--- config.mk ---
export PLATFORM = sky130hd
export DESIGN_NAME = cle_key_reader
export DESIGN_NICKNAME = d
export VERILOG_FILES = /design/src/rtl/cle_key_reader.sv
export SDC_FILE = /design/constraint.sdc
export NUM_CORES = 1
export LEC_CHECK = 0
export ABC_CLOCK_PERIOD_IN_PS = 3050
export CAP_MARGIN = 20
export CORE_AREA = 8 8 98 108
export CTS_CLUSTER_DIAMETER = 150
export DETAILED_ROUTE_END_ITERATION = 8
export DIE_AREA = 0 0 106 116
export GPL_ROUTABILITY_DRIVEN = 0
export PLACE_DENSITY_LB_ADDON = 0.2
export SLEW_MARGIN = 20
export SYNTH_ARGS = -nofsm -noshare
export SYNTH_HDL_FRONTEND = slang
export SYNTH_SLANG_ARGS = --single-unit
--- constraint.sdc ---
create_clock -name clk -period 3.05 [get_ports clk]
set_input_delay 0.61 -clock clk [delete_from_list [all_inputs] [get_ports clk]]
set_output_delay 0.61 -clock clk [all_outputs]
set_load 0.1 [all_outputs]
--- src/rtl/cle_key_reader.sv ---
// Serial key reader: walks the key device through NBITS select pulses and assembles the word MSB-first.
// Optional self-check against EXPECT is enabled by defining CLE_KEY_READER_CHECK_EN.
module cle_key_reader #(
    parameter int NBITS      = 16,
    parameter int SEL_CYCLES = 3
`ifdef CLE_KEY_READER_CHECK_EN
    ,
    parameter logic [NBITS-1:0] EXPECT = '0
`endif
) (
    input  logic             clk,
    input  logic             rst,
    input  logic             start,
    input  logic [3:0]       cmd,
    input  logic             abort,
    input  logic             sdrd,
    output logic             sser,
    output logic             ba13,
    output logic             ba12,
    output logic [3:0]       ba_lo,
    output logic             br_w,
    output logic             busy,
    output logic             done,
    output logic [NBITS-1:0] data
`ifdef CLE_KEY_READER_CHECK_EN
    ,
    output logic             mismatch
`endif
);

    localparam int CNT_W = $clog2(NBITS + 1);
    localparam logic [CNT_W-1:0] NBITS_C  = CNT_W'(NBITS);
    localparam logic [3:0]       SEL_LAST = 4'(SEL_CYCLES - 1);

    typedef enum logic [2:0] {
        IDLE,
        SETUP,
        SELECT,
        RELEASE,
        FINISH
    } state_t;

    state_t           state;
    state_t           state_nxt;
    logic [3:0]       cmd_q;
    logic [CNT_W-1:0] bit_cnt;
    logic [CNT_W-1:0] bit_cnt_inc;
    logic [3:0]       sel_cnt;
    logic [NBITS-1:0] shreg;
    logic             aborted;
    logic             sel_last;
    logic             more_bits;
    logic             finishing;

    assign bit_cnt_inc = bit_cnt + CNT_W'(1);
    assign more_bits   = (bit_cnt_inc < NBITS_C);
    assign sel_last    = (sel_cnt == SEL_LAST);
    assign finishing   = (state == RELEASE) && !aborted && !more_bits;

    always_ff @(posedge clk) begin
        if (rst) begin
            state <= IDLE;
        end else begin
            state <= state_nxt;
        end
    end

    // Bus values are decoded from the state alone, so sser and the address
    // only ever change together on the SETUP/RELEASE boundaries where sser is high.
    always_comb begin
        state_nxt = state;
        sser      = 1'b1;
        ba13      = 1'b1;
        ba12      = 1'b0;
        ba_lo     = 4'b0000;
        br_w      = 1'b0;
        busy      = 1'b1;
        done      = 1'b0;
        case (state)
            IDLE: begin
                busy = 1'b0;
                if (start) begin
                    state_nxt = SETUP;
                end
            end
            SETUP: begin
                ba13  = 1'b0;
                ba12  = 1'b1;
                ba_lo = cmd_q;
                br_w  = 1'b1;
                state_nxt = abort ? RELEASE : SELECT;
            end
            SELECT: begin
                ba13  = 1'b0;
                ba12  = 1'b1;
                ba_lo = cmd_q;
                br_w  = 1'b1;
                sser  = 1'b0;
                if (abort || sel_last) begin
                    state_nxt = RELEASE;
                end
            end
            RELEASE: begin
                ba13  = 1'b0;
                ba12  = 1'b1;
                ba_lo = cmd_q;
                br_w  = 1'b1;
                if (aborted) begin
                    state_nxt = IDLE;
                end else if (more_bits) begin
                    state_nxt = SETUP;
                end else begin
                    state_nxt = FINISH;
                end
            end
            FINISH: begin
                done      = 1'b1;
                state_nxt = IDLE;
            end
            default: begin
                state_nxt = IDLE;
            end
        endcase
    end

    // Datapath: data is loaded on the edge entering FINISH so it is already valid while done is high.
    always_ff @(posedge clk) begin
        if (rst) begin
            cmd_q   <= 4'b0000;
            bit_cnt <= '0;
            sel_cnt <= 4'd0;
            shreg   <= '0;
            aborted <= 1'b0;
            data    <= '0;
        end else begin
            case (state)
                IDLE: begin
                    if (start) begin
                        cmd_q   <= cmd;
                        bit_cnt <= '0;
                        shreg   <= '0;
                        aborted <= 1'b0;
                    end
                end
                SETUP: begin
                    sel_cnt <= 4'd0;
                    if (abort) begin
                        aborted <= 1'b1;
                    end
                end
                SELECT: begin
                    if (abort) begin
                        aborted <= 1'b1;
                    end else begin
                        sel_cnt <= sel_cnt + 4'd1;
                        if (sel_last) begin
                            shreg <= (shreg << 1) | NBITS'(sdrd);
                        end
                    end
                end
                RELEASE: begin
                    bit_cnt <= bit_cnt_inc;
                    if (finishing) begin
                        data <= shreg;
                    end
                end
                default: begin
                end
            endcase
        end
    end

`ifdef CLE_KEY_READER_CHECK_EN
    always_ff @(posedge clk) begin
        if (rst) begin
            mismatch <= 1'b0;
        end else if (state == IDLE && start) begin
            mismatch <= 1'b0;
        end else if (finishing) begin
            mismatch <= (shreg != EXPECT);
        end
    end
`endif

endmodule

==> flow_summary.toml, run 1 <==
[routing]
wl_per_cell_um = 13.0
drtIter0Drc = 129
viasPerCell = 4.62
drtPass1Iterations = 5
route.detailed.drc = 0
drt-total-wl_mm = 5.13
final_antenna_net_count = 0
vias = 1826

[clock_tree]
cts_hold_buf = 0
cts_tree = "done"
cts-root-buf = "clkbuf_8"
cts_buffers = 5
cts.clk_slew.worst_paths_ns = 0.10
post_cts_buffers = 0
clock_latency_ns = 0.30
cts_max_level = 2
ctsResizeCount = 0
clkSinkCount = 49
cts_buffer_depth = 2

[sta]
finalMaxSlewViolations = 0
setup_viol = 0
skew_ns = 0.0104
post-route-period-util_pct = 81.6
rsz0062_at_grt = "false"
fin_setup_tns_ns = 0
max_freq_mhz = 402
hold_violations = 0
slew_headroom_pct = 41.3
min_period_ns = 2.49
worst_pin_slew_ns = 0.877

[grt]
grt_first_pass_wirelength_mm = 9.07
grt_max_degree = 39
antenna_found_initial = 0
grt_usage_pct = 8.88
grt_pass1_vias = 1793
grt-ovfl-total = 0

[placement]
hpwl_mm = 3.45
placedInstanceArea_mm2 = 0.00251
port_buffers = 34

[job]
drv_cap = 0

[cells_and_area]
areaGrowthSynthToFinish_pct = 24.3
drive_above_1_share_pct = 17.1
nNetsFinal = 292
fin_area_mm2 = 0.00265
n_antenna_cell = 0
num-fill-cells = 943

[critical_path]
required_ns = 2.44
critPathMaxFanout = 18
startpoint_type = "register"
crit_arrival_ns = 1.88
worstSetupPathType = "reg -> out"
cp-end-kind = "output pin"

[logic_synthesis]
netlist_area_mm2 = 0.00213
synth_warnings = 0
synth_area_leaders = "dfxtp_1 (46%), a21oi_1 (8.9%), nand3_1 (8.2%)"
async_flop_share_pct = 0
synth_most_common_cell = "dfxtp_1"
synth_cells = 253
synth_top_flop_cell = "dfxtp_1"
synth_edf_count = 0
synth_top_cell_by_area = "dfxtp_1"
yosysSeqAreaShare_pct = 46.0
syn_nets = 265
yosysTopAreaCellShare_pct = 46.0
avgSynthCellArea_um2 = 8.42
ys_types = 37
ys_ff_latch = 49
synthTopCellsByCount = "dfxtp_1 (49), a21oi_1 (38), nand3_1 (35), nand2_1 (20), nor2_1 (19)"

[run_status]
outcome = "complete, no violations"

[power]
sw_frac_of_total_pct = 34.1
internal-power_mw = 1.09
leakage_nw = 0.946
pwr-share-clk_pct = 33.8
vdd_drop_max_uv = 234
p_per_area_mw_per_mm2 = 625
switchingPower_uw = 564
comb_power_share_pct = 24.5
seqPwrFrac_pct = 41.7

[die]
die_area_mm2 = 0.0123
placementRows = 36
dieWidth_um = 106
start_util_pct = 24.3
core_area_mm2 = 0.00878
ioPinCount = 35
dieHeight_um = 116

[hold_path]
min_path_type = "reg -> reg"
## kinds of logic (layout without fill, tap and decap cells)
| family | Yosys count | in the layout | synth area share [%] |
|---|---|---|---|
| buf+inv | 24 | 52 | 5.23 |
| flops | 49 | 49 | 46.0 |
| simple gates | 99 | 99 | 23.8 |
| mux | 4 | 4 | 1.88 |
| fa+ha+maj | 3 | 3 | 1.76 |
| xor+xnor | 5 | 5 | 2.41 |
| compound gates | 69 | 69 | 18.9 |
## layer usage
layer | vias to the layer above | part of all wire [%] | track usage [%]
met5 | - | 0 | 0
met3 | 2 | 2.9 | 2.11
met1 | 865 | 46 | 10.3
li1 | 941 | - | -
met4 | 0 | 1.1 | 3.38
met2 | 18 | 50 | 15.4
## cells in the final DEF (no fill, tap or decap)
cell type	instances
nand4_1	1
or3b_4	1
ha_1	3
bufinv_16	2
o21ai_1	10
clkbuf_8	5
o31ai_1	1
nand2_1	20
xnor2_1	2
xnor2_2	1
xor2_1	2
clkdlybuf4s50_1	8
dfxtp_1	49
nand2b_1	4
a21oi_1	38
nor2_1	18
o21ai_0	8
nor2_4	2
inv_1	6
a221o_2	1
and3b_1	1
nor4b_1	1
nand3_1	35
buf_4	29
a211oi_1	4
or3_1	3
nand3b_1	1
nor3_1	4
and2_1	5
buf_12	1
or2_2	1
a21oi_2	2
inv_6	1
nor4b_4	1
a22oi_1	3
mux2i_1	4
a221oi_4	1
a21o_1	1
and3_1	1
## power by group through the flow
| stage | Clock (mW) | Sequential (mW) | Combinational (mW) |
|---|---|---|---|
| after floorplan | 0 | 0.679 | 0.358 |
| after global placement | 0 | 0.703 | 0.410 |
| after detailed placement | 0 | 0.704 | 0.409 |
| after CTS | 0.583 | 0.689 | 0.410 |
| after global routing | 0.605 | 0.693 | 0.434 |
| final | 0.559 | 0.689 | 0.406 |
## flip-flops by register name (all words and copies together), names as in the netlist
| signal | flops |
|---|---|
| data | 16 |
| cmd_q | 4 |
| shreg | 16 |
| bit_cnt | 5 |
| state | 3 |
| aborted | 1 |
| sel_cnt | 4 |
## final cells by class
| type | instances | area, um2 | share of cell area (%) |
|---|---|---|---|
| multi-input cells | 180 | 1050 | 39.5 |
| clock inverters | 3 | 68.8 | 2.60 |
| clock buffers | 5 | 68.8 | 2.60 |
| flip-flops and latches | 49 | 981 | 37.1 |
| inverters | 6 | 22.5 | 0.851 |
| repair buffers | 38 | 318 | 12.0 |
| well taps | 114 | 143 | 5.39 |
## worst max-delay path, stage by stage, from the launching register on
cell,delay (ns)
dfxtp_1,0.79
nor2_1,0.17
nor2_4,0.18
and2_1,0.15
buf_4,0.28
## metrics by stage
stage	total power, mW	hold WS (ns)	instances	utilization [%]	setup WS [ns]
after floorplan	1.04	0.441	253	-	0.247
after global placement	1.11	0.458	387	28.6	0.655
after detailed placement	1.11	0.463	387	28.6	0.636
after CTS	1.68	0.479	395	30.1	0.543
after global routing	1.73	0.506	395	30.1	0.435
final	1.65	0.478	395	30.1	0.560
## final timing paths
kind | endpoint | slack (ns) | from | depth (start not counted)
worst min-delay path | shreg[5]$_SDFFE_PP0P_ | 0.48 | shreg[5]$_SDFFE_PP0P_ | 2
worst min register to register | shreg[5]$_SDFFE_PP0P_ | 0.48 | shreg[5]$_SDFFE_PP0P_ | 2
worst max register to register | data[13]$_SDFFE_PP0P_ | 0.87 | state[1]$_SDFFE_PP0P_ | 5
worst max-delay path | ba_lo[0] | 0.56 | state[1]$_SDFFE_PP0P_ | 4
Note: power is estimated with default switching activity, not from simulation.
==> inputs of run 2 (changes only) <==
--- a/config.mk
+++ b/config.mk
@@ -5,7 +5,7 @@
 export SDC_FILE = /design/constraint.sdc
 export NUM_CORES = 1
 export LEC_CHECK = 0
-export ABC_CLOCK_PERIOD_IN_PS = 3050
+export ABC_CLOCK_PERIOD_IN_PS = 2600
 export CAP_MARGIN = 20
 export CORE_AREA = 8 8 98 108
 export CTS_CLUSTER_DIAMETER = 150
==> constraint.sdc (replaced) <==
create_clock -name clk -period 2.6 [get_ports clk]
set_input_delay 0.52 -clock clk [delete_from_list [all_inputs] [get_ports clk]]
set_output_delay 0.52 -clock clk [all_outputs]
set_load 0.1 [all_outputs]
==> flow_summary.toml, run 2 (synthesis gave the netlist of run 1 again) <==
[cells_and_area]
nNetsFinal = 297
areaGrowthSynthToFinish_pct = 28.4
num-fill-cells = 944
mostFrequentLayoutCells = "dfxtp_1 (49), a21oi_1 (38), nand3_1 (35)"
top_regs = "data (16), shreg (16), bit_cnt (5)"
final_util_pct = 31.1
multi_input_area_mm2 = 0.00105
layout_commonest_cell = "dfxtp_1"
ff_latch_area_um2 = 981
n_antenna_cell = 0
drive_above_1_share_pct = 19.9

[power]
p_total_mw = 1.82
vdd_drop_max_uv = 297
p_per_area_mw_per_mm2 = 667
leakage_nw = 0.971

[clock_tree]
ctsResizeCount = 0
cts_hold_buf = 0
post_cts_buffers = 0
cts_buffers = 5
clkSinkCount = 49
cts_max_level = 2
clock_latency_ns = 0.31
cts_tree = "done"
cts_buffer_depth = 2
cts-root-buf = "clkbuf_8"
cts.clk_slew.worst_paths_ns = 0.10

[sta]
skew_ns = 0.00895
finalMaxSlewViolations = 0
post-route-period-util_pct = 88.0
hold_violations = 0
worst_pin_slew_ns = 0.712
fin_setup_tns_ns = 0
min_period_ns = 2.29
max_freq_mhz = 437
setup_viol = 0
slew_headroom_pct = 52.5
rsz0062_at_grt = "false"
hold_slack_ns = 0.475

[job]
drv_cap = 0

[routing]
wl_per_cell_um = 13.0
final_antenna_net_count = 0
drtPass1Iterations = 4
drtIter0Drc = 84
vias = 1813
route.detailed.drc = 0
drt-total-wl_mm = 5.20
viasPerCell = 4.53

[die]
start_util_pct = 24.3
core_area_mm2 = 0.00878
ioPinCount = 35
placementRows = 36
dieHeight_um = 116
dieWidth_um = 106
die_area_mm2 = 0.0123

[critical_path]
reg2reg_slack_ns = 0.60
max_stage_delay_ns = 0.66
r2r_start = "state[0]$_SDFFE_PP0P_"
crit_arrival_ns = 1.77
path_delay_family = "flip-flops"
worst-path-buf-inv = 1
slowest_stage = "dfxtp_1"
worstSetupPathType = "reg -> out"
cp-end-kind = "output pin"
critPathMaxFanout = 14
path_cells = "nor2_1, nor2_4, and2_2, buf_12"
r2r_cells = 4
r2r_end = "data[5]$_SDFFE_PP0P_"
startpoint_type = "register"
required_ns = 2.08

[run_status]
outcome = "complete, no violations"

[grt]
grt-ovfl-total = 0
grt_pass1_vias = 1737
grt_first_pass_wirelength_mm = 8.70
grt_usage_pct = 8.71
antenna_found_initial = 0
grt_max_degree = 31

[hold_path]
min_path_type = "reg -> reg"
min_to = "shreg[14]$_SDFFE_PP0P_"
hold_start = "shreg[14]$_SDFFE_PP0P_"
worstHoldPathCells = 2

[placement]
hpwl_mm = 3.58
port_buffers = 34
run 2: worst max path at each step:
stage	from	endpoint	cells after the start
floorplan	state[0]$_SDFFE_PP0P_	ba13	4
global placement	abort	shreg[6]$_SDFFE_PP0P_	5
detailed placement	abort	shreg[2]$_SDFFE_PP0P_	6
CTS	state[0]$_SDFFE_PP0P_	ba_lo[2]	4
global route	state[0]$_SDFFE_PP0P_	ba_lo[0]	4
finish	state[0]$_SDFFE_PP0P_	ba_lo[3]	4
run 2: where the power goes:
group | switching, mW | internal [mW]
clock network | 0.280 | 0.196
registers | 0.0284 | 0.769
logic | 0.375 | 0.176
run 2: metal layers:
metal | vias to the layer above | global-route usage, % | part of all wire, %
met5 | - | 0 | 0
met4 | 0 | 3.66 | 1.8
met3 | 5 | 1.95 | 2.4
met2 | 17 | 14.6 | 49
met1 | 842 | 10.5 | 47
li1 | 949 | - | -
run 2: cell type report:
cell class	instances	share of cell area, %
well taps	114	5.22
clock buffers	5	2.52
flip-flops and latches	49	35.9
multi-input cells	180	38.4
repair buffers	43	16.2
inverters	6	0.823
clock inverters	3	0.961
run 2: metrics by stage:
step	cell area, um2	cells	setup slack, ns
6_report	2740	400	0.312
5_1_grt	2740	400	0.175
4_1_cts	2740	400	0.287
3_5_place_dp	2640	392	0.502
3_3_place_gp	2640	392	0.527
2_1_floorplan	2140	253	0.145
run 2: tightest hold or removal path, stage by stage, from the launching register on:
cell	delay, ns
dfxtp_1	0.33
nand2_1	0.06
a21oi_1	0.05
==> inputs of run 3 (changes only) <==
--- a/config.mk
+++ b/config.mk
@@ -12,7 +12,7 @@
 export DETAILED_ROUTE_END_ITERATION = 8
 export DIE_AREA = 0 0 106 116
 export GPL_ROUTABILITY_DRIVEN = 0
-export PLACE_DENSITY_LB_ADDON = 0.2
+export PLACE_DENSITY = 0.5
 export SLEW_MARGIN = 20
 export SYNTH_ARGS = -nofsm -noshare
 export SYNTH_HDL_FRONTEND = slang
==> flow_summary.toml, run 3 (synthesis gave the netlist of run 1 again) <==
[run_status]
outcome = "complete, no violations"

[cells_and_area]
nNetsFinal = 297
final-instance-count-excl-fill = 400
num-fill-cells = 938
top_regs = "data (16), shreg (16), bit_cnt (5)"
mostFrequentLayoutCells = "dfxtp_1 (49), a21oi_1 (38), nand3_1 (35)"
n_antenna_cell = 0
final_util_pct = 31.4
drive_above_1_share_pct = 19.9
layout_commonest_cell = "dfxtp_1"
areaGrowthSynthToFinish_pct = 29.3
fin_area_mm2 = 0.00276

[critical_path]
required_ns = 2.08
crit_arrival_ns = 1.75
crit_end = "ba_lo[2]"
slowest_stage = "dfxtp_1"
critPathMaxFanout = 14
cp-end-kind = "output pin"
max_stage_delay_ns = 0.65
path_delay_family = "flip-flops"
reg2reg_slack_ns = 0.68
worst-path-buf-inv = 1
r2r_start = "state[0]$_SDFFE_PP0P_"
r2r_end = "data[2]$_SDFFE_PP0P_"
startpoint = "state[0]$_SDFFE_PP0P_"
path_cells = "nor2_1, nor2_4, and2_2, buf_12"
cp_num_cells = 4
startpoint_type = "register"
worstSetupPathType = "reg -> out"
r2r_cells = 4

[sta]
post-route-period-util_pct = 87.5
setup_ws_ns = 0.326
slew_headroom_pct = 57.2
max_freq_mhz = 440
setup_viol = 0
worst_pin_slew_ns = 0.641
hold_violations = 0
rsz0062_at_grt = "false"
skew_ns = 0.00907
finalMaxSlewViolations = 0
fin_setup_tns_ns = 0
min_period_ns = 2.27

[power]
internal-power_mw = 1.23
sw_frac_of_total_pct = 35.1
leakage_nw = 0.983
vdd_drop_max_uv = 243
p_per_area_mw_per_mm2 = 689
seqPwrFrac_pct = 42.0
switchingPower_uw = 665
pwr-share-clk_pct = 29.1
comb_power_share_pct = 28.9

[grt]
grt_first_pass_wirelength_mm = 8.28
grt_usage_pct = 8.27
grt-ovfl-total = 0
grt_max_degree = 32
grt_pass1_vias = 1706
antenna_found_initial = 0

[routing]
final_antenna_net_count = 0
viasPerCell = 4.63
route.detailed.drc = 0
vias = 1852
drtPass1Iterations = 4
wl_per_cell_um = 12.5
drt-total-wl_mm = 5.01
drtIter0Drc = 101

[clock_tree]
cts_max_level = 2
cts_tree = "done"
clkSinkCount = 49
cts_hold_buf = 0
cts-root-buf = "clkbuf_8"
post_cts_buffers = 0
cts_buffers = 5
cts_buffer_depth = 2
cts.clk_slew.worst_paths_ns = 0.09
clock_latency_ns = 0.31
ctsResizeCount = 0

[die]
start_util_pct = 24.3
dieHeight_um = 116
core_area_mm2 = 0.00878
dieWidth_um = 106
placementRows = 36
ioPinCount = 35
die_area_mm2 = 0.0123

[placement]
hpwl_mm = 3.42
port_buffers = 34
pre_cts_ws_ns = 0.531
dp.cells = 392
placedInstanceArea_mm2 = 0.00264

[hold_path]
worstHoldPathCells = 2
min_path_type = "reg -> reg"

[job]
drv_cap = 0
## run 3: how the worst min path moves through the flow
| stage | start | endpoint | slack [ns] |
|---|---|---|---|
| after floorplan | shreg[15]$_SDFFE_PP0P_ | shreg[15]$_SDFFE_PP0P_ | 0.44 |
| after global placement | shreg[0]$_SDFFE_PP0P_ | shreg[0]$_SDFFE_PP0P_ | 0.46 |
| after detailed placement | shreg[10]$_SDFFE_PP0P_ | shreg[10]$_SDFFE_PP0P_ | 0.46 |
| after CTS | shreg[0]$_SDFFE_PP0P_ | shreg[0]$_SDFFE_PP0P_ | 0.48 |
| after global routing | shreg[3]$_SDFFE_PP0P_ | shreg[3]$_SDFFE_PP0P_ | 0.49 |
| final | shreg[15]$_SDFFE_PP0P_ | shreg[15]$_SDFFE_PP0P_ | 0.48 |
## run 3: area by class of cell
type	count	area (um2)	share of cell area (%)
Clock inverter	3	46.3	1.68
Sequential cell	49	981	35.6
Tap cell	114	143	5.18
Inverter	6	22.5	0.817
Timing Repair Buffer	43	443	16.1
Clock buffer	5	68.8	2.50
Multi-Input combinational cell	180	1050	38.1
## run 3: metal layers
metal  vias up  global-route usage (%)  wire (um)
met5         -                       0          0
met4         0                    4.51        136
met3        10                    2.28        194
met2        26                    14.1       2440
met1       862                    9.22       2240
li1        954                       -          -
## run 3: stage by stage
step,power (mW),hold slack (ns)
2_1_floorplan,1.22,0.441
3_3_place_gp,1.37,0.457
3_5_place_dp,1.37,0.464
4_1_cts,1.93,0.480
5_1_grt,1.99,0.494
6_report,1.90,0.480
## run 3: power groups by stage
stage | Combinational [mW] | Sequential, mW | Clock [mW]
final | 0.548 | 0.797 | 0.552
after global routing | 0.583 | 0.802 | 0.609
after CTS | 0.555 | 0.798 | 0.574
after detailed placement | 0.554 | 0.816 | 0
after global placement | 0.553 | 0.815 | 0
after floorplan | 0.421 | 0.797 | 0
## run 3: worst min-delay path: stages (launching register included)
cell and delay [ns]:
dfxtp_1 0.33, nand2_1 0.07, a21oi_2 0.05
